===== src/rtl/bft_stream_packetizer_if.sv =====
`default_nettype none
// ============================================================================
// bft_stream_packetizer_if : user stream and BFT packet signals of the packetizer
// Revision: 1.0
// ============================================================================
interface bft_stream_packetizer_if #(
  parameter int PAYLOAD_BITS = 32,
  parameter int PACKET_BITS  = 49
);
  logic [PAYLOAD_BITS-1:0] din_user2packetizer;
  logic                    vld_user2packetizer;
  logic                    ack_packetizer2user;
  logic [PACKET_BITS-1:0]  dout_packetizer2bft;
  logic [PACKET_BITS-1:0]  din_bft2packetizer;

  // Environment side: stream producer plus the BFT switch port
  modport master (
    output din_user2packetizer,
    output vld_user2packetizer,
    output din_bft2packetizer,
    input  ack_packetizer2user,
    input  dout_packetizer2bft
  );

  modport slave (
    input  din_user2packetizer,
    input  vld_user2packetizer,
    input  din_bft2packetizer,
    output ack_packetizer2user,
    output dout_packetizer2bft
  );
endinterface
`default_nettype wire


===== src/rtl/bft_stream_packetizer.sv =====
`default_nettype none
// ============================================================================
// bft_stream_packetizer : user stream to BFT packets with credit flow control
// Revision: 1.0
// ============================================================================
module bft_stream_packetizer #(
  parameter int PACKET_BITS        = 49,
  parameter int PAYLOAD_BITS       = 32,
  parameter int NUM_LEAF_BITS      = 5,
  parameter int NUM_PORT_BITS      = 4,
  parameter int NUM_ADDR_BITS      = 7,
  parameter int NUM_BRAM_ADDR_BITS = 7,
  parameter int SELF_LEAF          = 0
) (
  input  wire                          clk,
  input  wire                          reset_n,
  input  wire                          ap_start,
  input  wire [NUM_LEAF_BITS-1:0]      dest_leaf,
  input  wire [NUM_PORT_BITS-1:0]      dest_port,
  input  wire                          resend,
  output logic [NUM_BRAM_ADDR_BITS:0]  credit_count,
  output logic                         credit_overflow,
  bft_stream_packetizer_if.slave       bus
);

  localparam int c_credit_w = NUM_BRAM_ADDR_BITS + 1;
  localparam int c_port_lsb = PAYLOAD_BITS + NUM_ADDR_BITS;
  localparam int c_leaf_lsb = c_port_lsb + NUM_PORT_BITS;
  localparam int c_vld_bit  = PACKET_BITS - 1;
  localparam logic [c_credit_w-1:0] c_full = c_credit_w'(1 << NUM_BRAM_ADDR_BITS);

  typedef enum logic [1:0] {
    ST_IDLE = 2'd0,
    ST_RUN  = 2'd1,
    ST_HOLD = 2'd2
  } state_t;

  state_t                     r_state;
  state_t                     w_state_nxt;
  logic                       w_ack;
  logic                       w_xfer;
  logic                       w_reload;
  logic                       w_ret_hit;
  logic [c_credit_w:0]        w_credit_sum;
  logic [c_credit_w-1:0]      r_credit;
  logic                       r_overflow;
  logic [NUM_ADDR_BITS-1:0]   r_addr;
  logic [NUM_LEAF_BITS-1:0]   r_dest_leaf;
  logic [NUM_PORT_BITS-1:0]   r_dest_port;
  logic [PACKET_BITS-1:0]     r_dout;
  logic                       w_unused_bits;

  always_ff @(posedge clk or negedge reset_n) begin
    if (!reset_n) begin
      r_state <= ST_IDLE;
    end else begin
      r_state <= w_state_nxt;
    end
  end

  always_comb begin
    w_state_nxt = r_state;
    w_reload    = 1'b0;
    case (r_state)
      ST_IDLE: if (ap_start) w_state_nxt = ST_RUN;
      ST_RUN:  if (resend)   w_state_nxt = ST_HOLD;
      ST_HOLD: begin
        if (!resend) begin
          w_state_nxt = ST_RUN;
          w_reload    = 1'b1;
        end
      end
      default: w_state_nxt = ST_IDLE;
    endcase
    w_ack  = (r_state == ST_RUN) && !resend && (r_credit != '0);
    w_xfer = bus.vld_user2packetizer && w_ack;
  end

  // Credit returns are dropped while resyncing; the HOLD exit reloads anyway
  assign w_ret_hit = bus.din_bft2packetizer[c_vld_bit]
                  && (bus.din_bft2packetizer[c_leaf_lsb +: NUM_LEAF_BITS] == NUM_LEAF_BITS'(SELF_LEAF))
                  && (bus.din_bft2packetizer[c_port_lsb +: NUM_PORT_BITS] == '0)
                  && (r_state != ST_HOLD) && !resend;

  assign w_credit_sum = {1'b0, r_credit}
                      - (c_credit_w+1)'(w_xfer)
                      + (w_ret_hit ? {1'b0, bus.din_bft2packetizer[NUM_BRAM_ADDR_BITS:0]}
                                   : '0);

  assign w_unused_bits = ^bus.din_bft2packetizer[c_port_lsb-1:NUM_BRAM_ADDR_BITS+1];

  always_ff @(posedge clk or negedge reset_n) begin
    if (!reset_n) begin
      r_credit    <= c_full;
      r_overflow  <= 1'b0;
      r_addr      <= '0;
      r_dest_leaf <= '0;
      r_dest_port <= '0;
      r_dout      <= '0;
    end else begin
      if ((r_state == ST_IDLE) && ap_start) begin
        r_dest_leaf <= dest_leaf;
        r_dest_port <= dest_port;
      end

      if (w_reload) begin
        r_credit <= c_full;
        r_addr   <= '0;
      end else begin
        if (w_credit_sum > {1'b0, c_full}) begin
          r_credit   <= c_full;
          r_overflow <= 1'b1;
        end else begin
          r_credit <= w_credit_sum[c_credit_w-1:0];
        end
        if (w_xfer) r_addr <= r_addr + 1'b1;
      end

      r_dout <= w_xfer ? {1'b1, r_dest_leaf, r_dest_port, r_addr, bus.din_user2packetizer}
                       : '0;
    end
  end

  // resend kills the scheduled packet in the cycle it would appear
  assign bus.dout_packetizer2bft = resend ? '0 : r_dout;
  assign bus.ack_packetizer2user = w_ack;
  assign credit_count            = r_credit;
  assign credit_overflow         = r_overflow;

endmodule
`default_nettype wire


===== src/flat_wrapper.sv =====
// flat-port wrapper written by rule: the top's interface ports become plain ports
module bft_stream_packetizer_flat 
#(
  parameter int PACKET_BITS        = 49,
  parameter int PAYLOAD_BITS       = 32,
  parameter int NUM_LEAF_BITS      = 5,
  parameter int NUM_PORT_BITS      = 4,
  parameter int NUM_ADDR_BITS      = 7,
  parameter int NUM_BRAM_ADDR_BITS = 7,
  parameter int SELF_LEAF          = 0
)
  (clk, reset_n, ap_start, dest_leaf, dest_port, resend, credit_count, credit_overflow, bus_din_user2packetizer, bus_vld_user2packetizer, bus_din_bft2packetizer, bus_ack_packetizer2user, bus_dout_packetizer2bft);
  bft_stream_packetizer_if #(.PAYLOAD_BITS(PAYLOAD_BITS), .PACKET_BITS(PACKET_BITS)) bus_i ();
  input  wire clk;
  input  wire reset_n;
  input  wire ap_start;
  input  wire [NUM_LEAF_BITS-1:0] dest_leaf;
  input  wire [NUM_PORT_BITS-1:0] dest_port;
  input  wire resend;
  output logic [NUM_BRAM_ADDR_BITS:0] credit_count;
  output logic credit_overflow;
  input wire logic [$bits(bus_i.din_user2packetizer)-1:0] bus_din_user2packetizer;
  input wire logic [$bits(bus_i.vld_user2packetizer)-1:0] bus_vld_user2packetizer;
  input wire logic [$bits(bus_i.din_bft2packetizer)-1:0] bus_din_bft2packetizer;
  output wire logic [$bits(bus_i.ack_packetizer2user)-1:0] bus_ack_packetizer2user;
  output wire logic [$bits(bus_i.dout_packetizer2bft)-1:0] bus_dout_packetizer2bft;
  assign bus_i.din_user2packetizer = bus_din_user2packetizer;
  assign bus_i.vld_user2packetizer = bus_vld_user2packetizer;
  assign bus_i.din_bft2packetizer = bus_din_bft2packetizer;
  assign bus_ack_packetizer2user = bus_i.ack_packetizer2user;
  assign bus_dout_packetizer2bft = bus_i.dout_packetizer2bft;
  bft_stream_packetizer #(.PACKET_BITS(PACKET_BITS), .PAYLOAD_BITS(PAYLOAD_BITS), .NUM_LEAF_BITS(NUM_LEAF_BITS), .NUM_PORT_BITS(NUM_PORT_BITS), .NUM_ADDR_BITS(NUM_ADDR_BITS), .NUM_BRAM_ADDR_BITS(NUM_BRAM_ADDR_BITS), .SELF_LEAF(SELF_LEAF)) u_core (.clk(clk), .reset_n(reset_n), .ap_start(ap_start), .dest_leaf(dest_leaf), .dest_port(dest_port), .resend(resend), .credit_count(credit_count), .credit_overflow(credit_overflow), .bus(bus_i));
endmodule

===== config.mk =====
export PLATFORM = sky130hd
export DESIGN_NAME = bft_stream_packetizer_flat
export DESIGN_NICKNAME = d
export VERILOG_FILES = /design/src/rtl/bft_stream_packetizer_if.sv /design/src/rtl/bft_stream_packetizer.sv /design/src/flat_wrapper.sv
export SDC_FILE = /design/constraint.sdc
export NUM_CORES = 1
export LEC_CHECK = 0
export BUFFER_PORTS_ARGS = -buffer_cell sky130_fd_sc_hd__buf_2
export CORE_MARGIN = 2
export CORE_UTILIZATION = 25
export DETAILED_ROUTE_END_ITERATION = 12
export GPL_TIMING_DRIVEN = 0
export HOLD_SLACK_MARGIN = 0.02
export PLACE_DENSITY = 0.44
export REMOVE_ABC_BUFFERS = 1
export SYNTH_ARGS = -nofsm -noshare
export SYNTH_HDL_FRONTEND = slang
export SYNTH_SLANG_ARGS = --single-unit
export TNS_END_PERCENT = 50

===== constraint.sdc =====
create_clock -name clk -period 4.5 [get_ports clk]
set_input_delay 0.675 -clock clk [delete_from_list [all_inputs] [get_ports clk]]
set_output_delay 0.675 -clock clk [all_outputs]
set_load 0.02 [all_outputs]

# Word level (Yosys, flattened, before mapping)
# Cells that the tools add are included.
# totals
register_bits	76
in_bits	95
output_inout_bits	59
wordCells	47
# classes
n_addsub	3
magnitude_cmp	1
n_eq_ne	6
mux	13
bitwise	1
n_reduce_logical	16
# ops
cell	count
$mux 49	2
$mux 8	3
$mux 7	2
$add 9x9->9	1
$gt 9x8->1 const B	1
$sub 8x1->9	1
$logic_and 1x1->1	8
$ne 2x2->1 const B	4
$reduce_bool 8->1	1
$add 7x1->7 const B	1
$mux 2	3
$pmux 2 s3	1
$logic_not 5->1	1
$logic_not 4->1	1
$reduce_and 3->1	1
$eq 2x1->1 const B	1
$eq 2x2->1 const B	1
$logic_not 2->1	1
$mux 1	2
$reduce_and 2->1	1
$reduce_bool 2->1	1
$logic_not 1->1	1
$not 1->1	1

# Logic depth before layout (Yosys ltp)
# depth
ltp_word	10
ltp_mapped	14

# Worst setup path before layout
# OpenSTA, ideal clock, no wires.
# synth_timing
kind	input to register
startpoint	input resend
endpoint	register u_core.r_overflow (netlist: u_core.credit_overflow)
setup_ns	0.127
arrival_ns	3.498
path_slack_ns	0.875
path_stages	14
path_cell_list	buf_6 > nand2b_4 > a2111oi_2 > buf_4 > buf_2 > ha_1 > inv_1 > ha_1 > fa_1 > and3_2 > o21ai_2 > a32oi_2 > mux2_2 > a311o_1
# synth_between
elab_chain_cells	8
# synth_rtl
item	line	text
start: declaration	flat_wrapper.sv:19	input wire resend;
$logic_not 1->1	n/a	
$logic_and 1x1->1 (2 in a row)	bft_stream_packetizer.sv:75	w_ack = (r_state == ST_RUN) && !resend && (r_credit != '0);
$logic_and 1x1->1	bft_stream_packetizer.sv:76	w_xfer = bus.vld_user2packetizer && w_ack;
named net u_core.w_xfer	bft_stream_packetizer.sv:41	logic w_xfer;
$sub 8x1->9	bft_stream_packetizer.sv:86	- (c_credit_w+1)'(w_xfer)
$add 9x9->9	bft_stream_packetizer.sv:87	+ (w_ret_hit ? {1'b0, bus.din_bft2packetizer[NUM_BRAM_ADDR_BITS:0]}
$gt 9x8->1	bft_stream_packetizer.sv:110	if (w_credit_sum > {1'b0, c_full}) begin
$reduce_and 2->1 (no source line)	n/a	
end signal: assignment	bft_stream_packetizer.sv:95	r_overflow <= 1'b0;
end signal: assignment	bft_stream_packetizer.sv:112	r_overflow <= 1'b1;
end: declaration	bft_stream_packetizer.sv:46	logic r_overflow;
# The timed path passes the listed nets, and every way through them passes these cells.
# A chain may end at the register's enable or synchronous reset.

# Final worst setup path
# layout_timing
startpoint	input resend
endpoint	register u_core.r_overflow (netlist: u_core.credit_overflow)
# layout_between
elab_chain_cells	8
# layout_rtl
item	line
$logic_not 1->1	n/a
$logic_and 1x1->1 (2 in a row)	bft_stream_packetizer.sv:75
$logic_and 1x1->1	bft_stream_packetizer.sv:76
$sub 8x1->9	bft_stream_packetizer.sv:86
$add 9x9->9	bft_stream_packetizer.sv:87
$gt 9x8->1	bft_stream_packetizer.sv:110
$reduce_and 2->1 (no source line) (*)	n/a
# Mark *: on every way between the ends. The rest lies on a longest branch, timed or not.

==> results.md <==
- Die Ht: 124.7 um
- Skew final: 0.007502 ns
- GRT overflow: 0
- Crit-path most repeated cell: ha_1
- N_diodes: 0
- Design Power: 2.510 mW
- Placement Cell Area: 4501 sq um
- Vias per cell: 4.151
- Count leader, synth: dfrtp_1
- Largest stage delay on the critical path: about 0.76 ns
- Final min period: 3.850 ns
- Synthesized area: roughly 3600 sq um
- Max-slew violations: 0
- Worst-margin pin slew: 1.025 ns
- Slowest CP cell: buf_2
- Top Family by Delay on Critical Path: simple AND/OR/NAND/NOR gates
- Hold buffer count at CTS: 0
- Final wirelength: 7997 um
- Iteration-0 DRC Markers: 51
- Avg Cell Area, Syn: 10.78 sq um
- Final number of hold-violating endpoints: 0
- Ys async rst share: 100.0%
- Top post-synthesis cells by area: dfrtp_1 (52%), and2_1 (8.6%), nor2b_1 (8.4%)
- Crit path buf inv count: 2
- DR pass1 iterations: 5
- WP data arrival: 4.06 ns
- RSZ-0062 raised after global routing: no
- Post-layout net count: around 580
- Cell Pwr Density: 521.8 nW/um^2
- Width of the die: 124.7 um
- Tcrit/Tclk final: 85.55%
- Commonest cells in the netlist: dfrtp_1 (75), and2_1 (50), nor2b_1 (49), inv_1 (31), ha_1 (17)
- Cells resized by post-CTS repair: 0
- Clk_lat worst skew: 0.33 ns
- Synthesized flop and latch total: 76
- Area grow syn2layout: 32.09%
- First-pass GRT wire length: roughly 14000 um
- Seq/Total Area, Yosys: 52.25%
- Final instance area: 4811 sq um
- Residual DRC: 0
- Critical Path Start Type: primary input
- Starting Density: 25.35%
- Status: completed
- H-tree depth: 3
- Top cell type's share of synthesized area: 51.53%
- Hpwl dp: 5908 um
- Top FF cell, synth: dfrtp_1
- Number of enable flip-flop cells after synthesis: 0
- Peak VDD IR: 0.0001879 V
- Critical-path cell list: buf_2 > nand2b_4 > a2111oi_4 > ha_1 > inv_1 > ha_1 > fa_1 > and3_2 > or3_1 > nand2_1 > nand4b_1 > a311o_1
- Clock transition at path regs: 0.06 ns
- Total die area: around 16000 sq um
- Share of cells above drive strength 1: 34.98%
- Vias in the first global route: 2704
- Final Wtd Congestion: 0.7640
- Clock sink count: 76
- Clock Root Buffer: clkbuf_16
- Number of antenna violations at the first check in global routing: 0
- GRT Total Usage: 10.81%
- Lkg Pwr: 2.525 nW
- Synth warn: 0
- Crit end category: flip-flop
- Crit Path Class: in -> reg
- Non-filler cells, final: 650
- Headroom to the max-slew limit: between 30% and 40%
- Max Cap Viol: 0
- Total CTS buffers: 9
- Port-buffer cells: 122
- Hold crit path type: in -> async
- Synth unique cells: 48
- Core Area: 14370 sq um
- Fill count: 1496
- Final setup fails: 0
- Wire per inst: 12.30 um
- Area leader, netlist: dfrtp_1
- Vias: 2698
- Pin count of the biggest net entering global routing: 55
- Site row count: 44
- CTS tree: done
- Worst-path fanout max: 54
- Worst Path Required: 4.71 ns
- Achievable frequency: 259.7 MHz
- Placed Cells incl. Taps: 635
- CTS Buffer Depth: 2
- I/O Pins: 154
- Post-Syn Instances: 338
- Setup bufs post-CTS: 0
- Routed Antenna Nets: 0
[through the flow]
stage	hold WS, ns	utilization (%)	worst slack [ns]	TNS (ns)
after detailed placement	0.4574	31.32	0.2576	0
after CTS	0.3038	33.48	0.5952	0
final	0.3022	33.48	0.6501	0
after floorplan	0.3794	-	-0.5393	-3.613
after global placement	0.4547	30.74	-3.245	-94.66
after global routing	0.3185	33.48	0.2859	0
[cell type report]
| type | instances | area [sq um] | share of cell area (%) |
|---|---|---|---|
| inverters | 32 | 120.1 | 2.497 |
| clock buffers | 12 | 266.5 | 5.540 |
| multi-input cells | 217 | 1565 | 32.54 |
| repair buffers | 126 | 681.9 | 14.17 |
| flip-flops and latches | 76 | 1903 | 39.56 |
| well taps | 184 | 230.2 | 4.785 |
| clock inverters | 3 | 43.79 | 0.9103 |
[logic make-up after synthesis]
kind of cell	after synthesis	synth area share [%]
and+or+nand+nor	154	25.35
DFF	76	52.25
buffers and inverters	45	5.118
AOI/OAI and AO/OA	23	4.741
adders and majority gates	18	6.389
muxes	12	3.744
xor gates and xnor gates	10	2.405
[worst reg2reg max path, cell delays in order, from the launching register on]
cell	delay (ns)
dfrtp_1	0.40
nor4_1	0.66
a2111oi_4	0.23
ha_1	0.33
inv_1	0.04
ha_1	0.22
fa_1	0.43
and3_2	0.21
or3_1	0.30
nand2_1	0.09
nand4b_1	0.19
a311o_1	0.40
[routing by layer]
layer / vias up / global-route usage [%] / part of all wire [%] / routed length, um
li1: 1330 / - / - / -
met1: 1265 / 14.22 / 48 / 3802
met2: 97 / 17.04 / 45 / 3622
met3: 6 / 3.308 / 6.1 / 485
met4: 0 / 3.371 / 1.1 / 86
met5: - / 0 / 0 / 0
[state kept, by name, indices dropped and copies added, names as in the netlist]
name	flops
u_core.r_state	2
u_core.r_addr	7
u_core.r_dest_leaf	5
u_core.r_dout	49
u_core.credit_overflow	1
u_core.credit_count	8
u_core.r_dest_port	4
[cells in the final DEF (no fill, tap or decap), types with 2 or more instances in the layout]
| master | netlist | final |
|---|---|---|
| buf_8 | 0 | 2 |
| o221ai_1 | 2 | 2 |
| a211oi_1 | 3 | 3 |
| and3_1 | 2 | 2 |
| nand4_1 | 2 | 2 |
| o21a_1 | 2 | 2 |
| buf_2 | 1 | 121 |
| inv_1 | 31 | 31 |
| xnor2_1 | 4 | 4 |
| nand2_1 | 14 | 14 |
| ha_1 | 17 | 17 |
| nor2_1 | 11 | 11 |
| xor2_1 | 6 | 6 |
| nor3_1 | 5 | 5 |
| nor2b_1 | 49 | 49 |
| a21oi_1 | 7 | 7 |
| clkbuf_16 | 0 | 9 |
| and4_1 | 2 | 2 |
| clkbuf_8 | 0 | 3 |
| and2_1 | 50 | 50 |
| mux2_2 | 10 | 10 |
| dfrtp_1 | 75 | 75 |
| nand3_1 | 6 | 6 |
| o21ai_0 | 2 | 2 |
| nor4_1 | 3 | 3 |
[path summary, 6_finish.rpt]
kind | from | endpoint | slack [ns] | cells after the start
max | resend | u_core.credit_overflow | 0.65 | 12
min | reset_n | u_core.r_dout[38] | 0.30 | 1
max reg2reg | u_core.credit_count[3] | u_core.credit_overflow | 0.88 | 11
min reg2reg | u_core.r_dest_port[3] | u_core.r_dout[42] | 0.47 | 1
max in group asynchronous | reset_n | u_core.r_dest_leaf[3] | 3.62 | 2
min in group clk | u_core.r_dest_port[3] | u_core.r_dout[42] | 0.47 | 1
[where the power goes]
part	switching (mW)	internal, mW
registers	0.0746	0.811
clock network	0.266	0.472
logic	0.497	0.389
Power figures use the tool's default switching activity.
